===== config.mk =====
export PLATFORM = sky130hd
export DESIGN_NAME = updown_mod_counter
export DESIGN_NICKNAME = d
export VERILOG_FILES = /design/src/rtl/updown_mod_counter.sv
export SDC_FILE = /design/constraint.sdc
export NUM_CORES = 1
export LEC_CHECK = 0
export CAP_MARGIN = 30
export CORE_AREA = 2 2 39 41
export CTS_CLUSTER_SIZE = 25
export DETAILED_ROUTE_END_ITERATION = 10
export DIE_AREA = 0 0 41 43
export REMOVE_ABC_BUFFERS = 1
export SLEW_MARGIN = 40
export SYNTH_ARGS = -nofsm -noshare
export SYNTH_HDL_FRONTEND = slang
export SYNTH_SLANG_ARGS = --single-unit

===== constraint.sdc =====
create_clock -name ck -period 2.2 [get_ports ck]
set_input_delay 0.22 -clock ck [delete_from_list [all_inputs] [get_ports ck]]
set_output_delay 0.22 -clock ck [all_outputs]
set_load 0.005 [all_outputs]

===== src/rtl/updown_mod_counter.sv =====
// ---------------------------------------------------------------------------
// updown_mod_counter
//
// Parametrised synchronous up/down modulo counter with parallel load,
// wrap or saturate behaviour at the limits, and a combinational terminal
// count for cascading several stages into multi-digit chains.
//
// Parameters:
//   WIDTH    - counter register width in bits
//   MODULUS  - number of count states, q runs 0..MODULUS-1
//              (2 <= MODULUS <= 2**WIDTH)
//   SATURATE - 0: wrap around at the limits, 1: stick at the limits
//
// Ports:
//   ck     in   clock, rising edge
//   r      in   synchronous active-low reset
//   en     in   count enable (ignored while ld is high)
//   u      in   direction, 1 = up, 0 = down
//   ld     in   parallel load strobe
//   d      in   load value (clamped to MODULUS-1)
//   q      out  current count, registered
//   tc     out  terminal count, combinational; feed into next stage's en
//   evt    out  one-cycle pulse after a wrap or a blocked count
//   sticky out  latched evt, cleared by reset or load
// ---------------------------------------------------------------------------
module updown_mod_counter #(
    parameter int WIDTH    = 4,
    parameter int MODULUS  = 10,
    parameter int SATURATE = 0
) (
    input  logic             ck,
    input  logic             r,
    input  logic             en,
    input  logic             u,
    input  logic             ld,
    input  logic [WIDTH-1:0] d,
    output logic [WIDTH-1:0] q,
    output logic             tc,
    output logic             evt,
    output logic             sticky
);

    // Reject illegal moduli at elaboration time.
    generate
        if (MODULUS < 2 || MODULUS > (1 << WIDTH)) begin : g_bad_modulus
            $error("updown_mod_counter: MODULUS must satisfy 2 <= MODULUS <= 2**WIDTH");
        end
    endgenerate

    localparam logic [WIDTH-1:0] MAX = WIDTH'(MODULUS - 1);

    logic [WIDTH-1:0] r_q;
    logic             r_evt;
    logic             r_sticky;

    logic             w_at_max;
    logic             w_at_zero;
    logic             w_at_limit;
    logic [WIDTH-1:0] w_d_clamped;
    logic [WIDTH-1:0] w_q_next;
    logic             w_evt_next;
    logic             w_sticky_next;

    // Limit detection; the limit that matters depends on the direction.
    // Explicit compares are used even when MODULUS == 2**WIDTH, so the
    // full-range case behaves exactly like natural overflow.
    always_comb begin
        w_at_max   = (r_q == MAX);
        w_at_zero  = (r_q == '0);
        w_at_limit = u ? w_at_max : w_at_zero;
        // Loads never push q above MAX.
        w_d_clamped = (d > MAX) ? MAX : d;
    end

    // Next-state selection: ld > en > hold (reset handled in the flop).
    always_comb begin
        w_q_next      = r_q;
        w_evt_next    = 1'b0;
        w_sticky_next = r_sticky;
        if (ld) begin
            w_q_next      = w_d_clamped;
            w_evt_next    = 1'b0;
            w_sticky_next = 1'b0;
        end else if (en) begin
            if (w_at_limit) begin
                // Crossing a limit: wrap or hold, either way flag it.
                w_evt_next = 1'b1;
                if (SATURATE != 0) begin
                    w_q_next = r_q;
                end else begin
                    w_q_next = u ? '0 : MAX;
                end
            end else begin
                w_q_next = u ? (r_q + 1'b1) : (r_q - 1'b1);
            end
            w_sticky_next = r_sticky | w_evt_next;
        end
    end

    always_ff @(posedge ck) begin
        if (!r) begin
            r_q      <= '0;
            r_evt    <= 1'b0;
            r_sticky <= 1'b0;
        end else begin
            r_q      <= w_q_next;
            r_evt    <= w_evt_next;
            r_sticky <= w_sticky_next;
        end
    end

    // tc is combinational so a cascaded stage's en is valid in the same
    // cycle, letting every digit of a chain update on the same edge.
    assign tc     = en & ~ld & w_at_limit;
    assign q      = r_q;
    assign evt    = r_evt;
    assign sticky = r_sticky;

endmodule


---- Word level (Yosys, flattened, before mapping) ----
Index checks and enable logic that the tools add are counted.
storage, ports and cells
  flip-flop bits (word level) ............. 6
  bits of input ports ..................... 9
  output and inout port bits .............. 7
  logic and storage cells ................. 27
cells by class
  add/subtract/negate cells ............... 2
  order comparisons ....................... 1
  equal/unequal tests ..................... 1
  mux-type cells .......................... 10
  bitwise logic cells ..................... 6
  reduce and logical (&&, ||, !) cells .... 4
operator list
  operator                                           number
  two-way mux 4 bit                                  6
  adder 4 x 1 -> 4 bit (second input constant)       1
  == test 4 bit (second input constant)              1
  > comparator 4 bit (second input constant)         1
  logical NOT 4 bit                                  1
  two-way mux 1 bit                                  4
  subtractor 4 x 1 -> 4 bit (second input constant)  1
  inverter 1 bit                                     3
  OR reduction 3 bit                                 1
  bitwise AND 1 bit                                  2
  nonzero test 2 bit                                 1
  OR reduction 2 bit                                 1
  OR 1 bit                                           1

---- Logic depth before layout (Yosys ltp) ----
Gate-level depths: netlist of the first run.
  word-level depth ........................ 6
  gate-level depth with buffers ........... 8
  depth with buffers taken out ............ 7

---- Worst setup path after synthesis of the first run ----
Ideal clock, no wire load.
  kind .................................... input to register
  start ................................... in u
  end ..................................... reg r_q[3], in the netlist q[3]
  setup time .............................. 74 ps
  arrival ................................. 1555 ps
  data required time ...................... 2126 ps
  slack ................................... 570 ps
  stages on the path ...................... 8
  buffers on the path ..................... 1
  cell sequence ........................... clkbuf_2 > inv_1 > ha_1 > a21o_1 > a21oi_2 > mux2i_1 > o2111ai_1 > a31oi_1
on the way
  cells in the longest elaborated chain, start to end .. 4
  elaborated cells between the ends (all ways) .. 6
  those cells by class .................... mux (6)
ends and longest elaborated chain
  element                                    line  RTL
  start, declared                            34    input logic u,
  two-way mux 4 bit (tied with other cells)  94    w_q_next = u ? (r_q + 1'b1) : (r_q - 1'b1);
  two-way mux 4 bit (*)                      85    if (w_at_limit) begin
  two-way mux 4 bit (*)                      84    end else if (en) begin
  two-way mux 4 bit (*)                      80    if (ld) begin
  end signal, assigned                       106   r_q <= w_q_next;
  end, declared                              52    logic [WIDTH-1:0] r_q;
Mark *: on every way between the ends. The rest lies on a longest branch, timed or not. The select of a mux whose other input is x is not followed.
A chain may end at the register's enable or synchronous reset.

---- Final worst setup path of the first run ----
  start ................................... in u
  end ..................................... out tc
on the way
  cells in the longest elaborated chain, start to end .. 2
ends and longest elaborated chain
  element            line  RTL
  two-way mux 1 bit  70    w_at_limit = u ? w_at_max : w_at_zero;
  bitwise AND 1 bit  114   assign tc = en & ~ld & w_at_limit;
  end, declared      38    output logic tc,
Every way passes these cells.

==> flow_summary.yaml, run 1 <==
run_status:
  run_status: "complete, no violations"
sta:
  period_share: 0.938
  setup_tns_ns: 0
  rsz0062_at_grt: "false"
  clock.fmax_ghz: 0.484
  slew-limit-headroom: 0.799
  setup_viol: 0
  final.min_clock_period_ns: 2.06
  tightestPinTransition_ns: 0.301
  final-hold-violation-count: 0
  worst_clock_skew_ns: 0.00660
  final-max-slew-violation-count: 0
floorplan:
  start_util: 0.307
  floorplan.core_area_sq_um: 1380
  floorplan.io_pins: 16
  floorplan.rows: 14
  die_height_um: 43
  die-area_sq_um: 1760
  die_x_um: 41
setup_path:
  kind_of_critical_path: "input pin to output pin"
  rrSetupSlack_ns: 0.59
  reg2regPathDepth: 6
  setup.worst_path.end_class: "output pin"
  critical_path.max_stage_delay_ns: 0.59
  reg2reg_to: "q[3]"
  highest_net_fanout_along_the_worst_path: 8
  critical_path.slowest_cell: "sky130_fd_sc_hd__clkdlybuf4s50_1"
  worst_ep_required_time_ns: 1.98
  timing.critical_path.from_type: "input pin"
  critical_path.most_common_cell: "sky130_fd_sc_hd__clkdlybuf4s50_1"
  crit_path_cell_trace: "clkdlybuf4s50_1, and3_1, o21ai_2, inv_1, nand2_1, nor2_1, clkdlybuf4s50_1"
  worst_r2r_startpoint: "q[1]"
  cp.arrival_ns: 1.84
grt:
  track_usage: 0.129
  globalRoute.totalOverflow: 0
  initial_antenna_violation_count: 0
  grt_start_max_net_pins: 10
  grt_pass1_vias: 347
  wire_length_of_the_first_global_routing_pass_mm: 1.45
detailed_routing:
  route.detailed.wl_per_inst_um: 10.0
  post_drt_via_cell_ratio: 4.91
  drt_first_pass_iters: 4
  routed-via-count: 422
  routed_wl_um: 863
  route.detailed.drc: 0
  drt.antenna.violating_nets: 0
  drtIter0Drc: 17
placement:
  count_of_input_and_output_buffers: 15
  gp_congestion: 0.690
  dpl.hpwl_um: 684
  post_dp_cell_area_sq_um: 593
  numPlacedInstances: 83
clock_network:
  cts_made_buffers: 3
  post_cts_sizing: 0
  cts_tree: "built"
  clock_tree_buf_depth: 2
  root_buffer: "sky130_fd_sc_hd__clkbuf_4"
  clkSinkCount: 6
  post_cts_hold_buffer_count: 0
  ctsHtreeMaxLevel: 1
  worstSkewPairLatency_ns: 0.24
  clock_pin_slew_reported_for_the_worst_setup_and_hold_paths_after_clock_tree_synthesis_ns: 0.04
  total_setup_buffers_inserted_after_cts: 0
yosys:
  synth.most_common_cell: "sky130_fd_sc_hd__dfxtp_1"
  ys_top_cells_by_count: "6 x sky130_fd_sc_hd__dfxtp_1, 5 x sky130_fd_sc_hd__nand2_1, 5 x sky130_fd_sc_hd__nor2_1"
  synth_top_area_frac: 0.282
  synth_area_leaders: "sky130_fd_sc_hd__dfxtp_1 28%, sky130_fd_sc_hd__ha_1 5.9%, sky130_fd_sc_hd__fa_1 4.7%, sky130_fd_sc_hd__a31oi_1 4.4%, sky130_fd_sc_hd__nand2_1 4.4%"
  synthCells: 53
  yosysTopAreaCell: "sky130_fd_sc_hd__dfxtp_1"
  synth.cell_area_sq_um: 425
  synth.yosys.seq_area_share: 0.282
  syn_area_per_cell_sq_um: 8.03
  postSynth.asyncResetShare: 0
  synthesized_flop_and_latch_total: 6
  count_of_different_cell_masters_after_synthesis: 30
  synth_edf_count: 0
  ys_dominant_reg_cell: "sky130_fd_sc_hd__dfxtp_1"
  yosys_warnings: 0
pwr:
  power.density_nw_per_um2: 526
  cellLeakagePower_nw: 0.258
  peakVddDrop_mv: 0.202
final_layout:
  antenna_cells_inserted: 0
  finish.net_count: 84
  area_growth_syn_to_layout_pct: 44.7
  num-fill-cells: 147
  design_area_sq_um: 616
  layout-drive-gt1-share: 0.100
  multi_input_comb_area_sq_um: 280
  stdcell_count: 86
  finish.utilization: 0.445
  final-seq-area_sq_um: 120
min_path:
  min_delay_path_class: "register to register"
  hold_path.startpoint: "sticky"
  hold-path-endpoint: "sticky"
  timing.hold.worst_path_depth: 2
flow_run:
  cap_violations: 0
==> cells by family after synthesis <==
logic type               Yosys count  share of synthesized area
flip-flops                         6                      0.282
XOR/XNOR                           2                     0.0412
AO/OA/AOI/OAI                     14                      0.238
AND/OR/NAND/NOR                   21                      0.250
buffers and inverters              6                     0.0588
adder cells (fa/ha/maj)            3                      0.106
multiplexers                       1                     0.0235
==> per-stage QoR <==
stage          total power [mW]  setup WS [ns]  hold slack (ns)
3_5_place_dp              0.224         0.0319            0.442
6_report                  0.324          0.136            0.442
4_1_cts                   0.330          0.120            0.449
5_1_grt                   0.350         0.0294            0.488
2_1_floorplan             0.178          0.695            0.321
3_3_place_gp              0.224         0.0496            0.435
==> registers in the layout, indices dropped and copies added (netlist names) <==
register  flops
q             4
evt           1
sticky        1
==> cell type report <==
cell class / count / share of cell area
clock buffers: 3 / 0.0366
inverters: 4 / 0.0244
multi-input cells: 41 / 0.455
flip-flops and latches: 6 / 0.195
well taps: 16 / 0.0325
repair buffers: 16 / 0.256
==> placed cells by master (no fill, tap or decap), types with 2 or more instances in the layout <==
cell / count
sky130_fd_sc_hd__o21ai_0: 2
sky130_fd_sc_hd__clkdlybuf4s50_1: 15
sky130_fd_sc_hd__nand3b_1: 2
sky130_fd_sc_hd__inv_1: 4
sky130_fd_sc_hd__ha_1: 2
sky130_fd_sc_hd__nand2_1: 5
sky130_fd_sc_hd__dfxtp_1: 6
sky130_fd_sc_hd__and2_1: 2
sky130_fd_sc_hd__clkbuf_4: 3
sky130_fd_sc_hd__a31oi_1: 3
sky130_fd_sc_hd__nor2b_1: 2
sky130_fd_sc_hd__nor2_1: 5
==> critical path: cells and delay by family <==
kind            cells  cell delay, ns
buf+inv             3            1.15
compound gates      1            0.08
simple gates        3            0.39
==> per-layer routing <==
metal	track usage	vias to the layer above	share of wire
li1	-	220	-
met1	0.170	182	0.48
met2	0.159	16	0.43
met3	0.0314	4	0.060
met4	0.120	0	0.036
met5	0	-	0
==> worst max-delay path by stage <==
stage / startpoint / endpoint / slack (ns) / cells past startpoint
3_3_place_gp: u / q[2] / 0.05 / 8
4_1_cts: u / tc / 0.12 / 7
5_1_grt: u / tc / 0.03 / 7
2_1_floorplan: q[1] / q[3] / 0.70 / 6
3_5_place_dp: u / q[2] / 0.03 / 8
6_report: u / tc / 0.14 / 7
==> power breakdown <==
group / internal (mW) / total [mW] / switching, mW
combinational: 0.0549 / 0.0947 / 0.0398
clock: 0.0618 / 0.102 / 0.0404
sequential: 0.116 / 0.127 / 0.0109
(Power assumes the default switching activity.)
==> run 2, diff against run 1 <==
- CAP_MARGIN: 30 -> 20
==> results of run 2 <==
The final DEF is identical to that of run 1; final timing and power are the same.
==> run 3, diff against run 2 <==
- CORE_AREA: 2 2 39 41 -> unset
- CORE_MARGIN: unset -> 2
- CORE_UTILIZATION: unset -> 30
- DIE_AREA: 0 0 41 43 -> unset
==> run 3 against run 2 <==
Core utilization is 2.7 points higher. First-iteration DRC count is 47% lower. Cell count stayed put. Critical path depth is 1 lower. Sequential power hardly changed. Count of clock-buffer cells in the layout stayed put. Clock power hardly changed. Global-route usage is 0.79 points lower. Design area is 1.0% higher. Critical path type is now register to output pin.
==> flow_summary.yaml, run 3 (synthesis results as in run 1) <==
run_status:
  run_status: "complete, no violations"
floorplan:
  die-area_sq_um: 1740
  floorplan.rows: 13
  floorplan.io_pins: 16
  floorplan.core_area_sq_um: 1320
  start_util: 0.323
  die_height_um: 41.7
  die_x_um: 41.7
clock_network:
  cts_made_buffers: 3
  clock_pin_slew_reported_for_the_worst_setup_and_hold_paths_after_clock_tree_synthesis_ns: 0.04
  post_cts_hold_buffer_count: 0
  post_cts_sizing: 0
  root_buffer: "sky130_fd_sc_hd__clkbuf_4"
  cts_tree: "built"
  worstSkewPairLatency_ns: 0.24
  clkSinkCount: 6
  clock_tree_buf_depth: 2
  ctsHtreeMaxLevel: 1
  total_setup_buffers_inserted_after_cts: 0
final_layout:
  finish.net_count: 85
  finish.utilization: 0.472
  stdcell_count: 86
  area_growth_syn_to_layout_pct: 46.2
  mostFrequentLayoutCells: "15 x sky130_fd_sc_hd__clkdlybuf4s50_1, 6 x sky130_fd_sc_hd__dfxtp_1, 5 x sky130_fd_sc_hd__nor2_1, 5 x sky130_fd_sc_hd__nand2_1, 4 x sky130_fd_sc_hd__inv_1"
  largest_register_ff_count: 4
  design_area_sq_um: 622
  layout.cells.most_common: "sky130_fd_sc_hd__clkdlybuf4s50_1"
  layout-drive-gt1-share: 0.113
  antenna_cells_inserted: 0
setup_path:
  cpLargestDelayFamily: "buffers and inverters"
  worst_ep_required_time_ns: 1.98
  worst_r2r_startpoint: "q[1]"
  crit_path_cell_trace: "and3_1, o21ai_2, inv_1, nand2_1, nor2_1, clkdlybuf4s50_1"
  kind_of_critical_path: "register to output pin"
  cp.arrival_ns: 1.78
  setup.worst_path.end_class: "output pin"
  worstPathBufferInverterCount: 2
  highest_net_fanout_along_the_worst_path: 8
  worstSetupStartpoint: "q[0]"
  critical_path.slowest_cell: "sky130_fd_sc_hd__dfxtp_1"
  timing.critical_path.from_type: "register"
  rrSetupSlack_ns: 0.59
  critical_path.max_stage_delay_ns: 0.50
placement:
  post_dp_cell_area_sq_um: 599
  count_of_input_and_output_buffers: 15
  gp_congestion: 0.717
  numPlacedInstances: 83
  dpl.hpwl_um: 717
  dp_slack_ns: 0.0824
detailed_routing:
  post_drt_via_cell_ratio: 5.02
  routed_wl_um: 894
  drt_first_pass_iters: 4
  route.detailed.drc: 0
  routed-via-count: 432
  drt.antenna.violating_nets: 0
  route.detailed.wl_per_inst_um: 10.4
  drtIter0Drc: 9
pwr:
  power.density_nw_per_um2: 522
  peakVddDrop_mv: 0.270
  post-layout-total-power_mw: 0.324
  cellLeakagePower_nw: 0.263
sta:
  period_share: 0.907
  final-hold-violation-count: 0
  finalHoldWorstSlack_ns: 0.444
  tightestPinTransition_ns: 0.314
  slew-limit-headroom: 0.791
  final.min_clock_period_ns: 2.00
  clock.fmax_ghz: 0.501
  worst_clock_skew_ns: 0.00276
  setup_viol: 0
  rsz0062_at_grt: "false"
  setup_tns_ns: 0
  final-max-slew-violation-count: 0
  post-route-worst-setup-slack_ns: 0.205
grt:
  grt_pass1_vias: 384
  globalRoute.totalOverflow: 0
  wire_length_of_the_first_global_routing_pass_mm: 1.59
  track_usage: 0.121
  initial_antenna_violation_count: 0
  grt_start_max_net_pins: 10
min_path:
  min_delay_path_class: "register to register"
  hold_path.startpoint: "sticky"
flow_run:
  cap_violations: 0
-- run 3: area by class of cell --
cell class	count	area, sq um
multi-input combinational	41	280
fill	135	696
tap	15	18.8
clock buffer	3	22.5
timing repair buffer	17	165
inverter	4	15.0
sequential	6	120
-- run 3: metal layers --
metal  wire length [um]  part of all wire  track usage
met1                423              0.47        0.152
met5                  0                 0            0
met3                 50             0.056       0.0783
met4                  0                 0            0
met2                420              0.47        0.184
-- run 3: final timing paths --
path              endpoint  depth (start not counted)
hold / removal      sticky                          2
hold reg to reg     sticky                          2
setup / recovery        tc                          6
setup reg to reg      q[3]                          6
-- run 3: worst min-delay path: stages (launching register included) --
cell and delay, ns:
sky130_fd_sc_hd__dfxtp_1 0.30, sky130_fd_sc_hd__inv_1 0.05, sky130_fd_sc_hd__a21oi_1 0.05
-- run 3: report_power, final --
part	total, mW	leakage [nW]	internal (mW)	switching, mW
logic	0.0946	0.200	0.0557	0.0390
clock network	0.102	0.0138	0.0618	0.0403
registers	0.128	0.0493	0.116	0.0116
total	0.324	0.263	0.234	0.0908
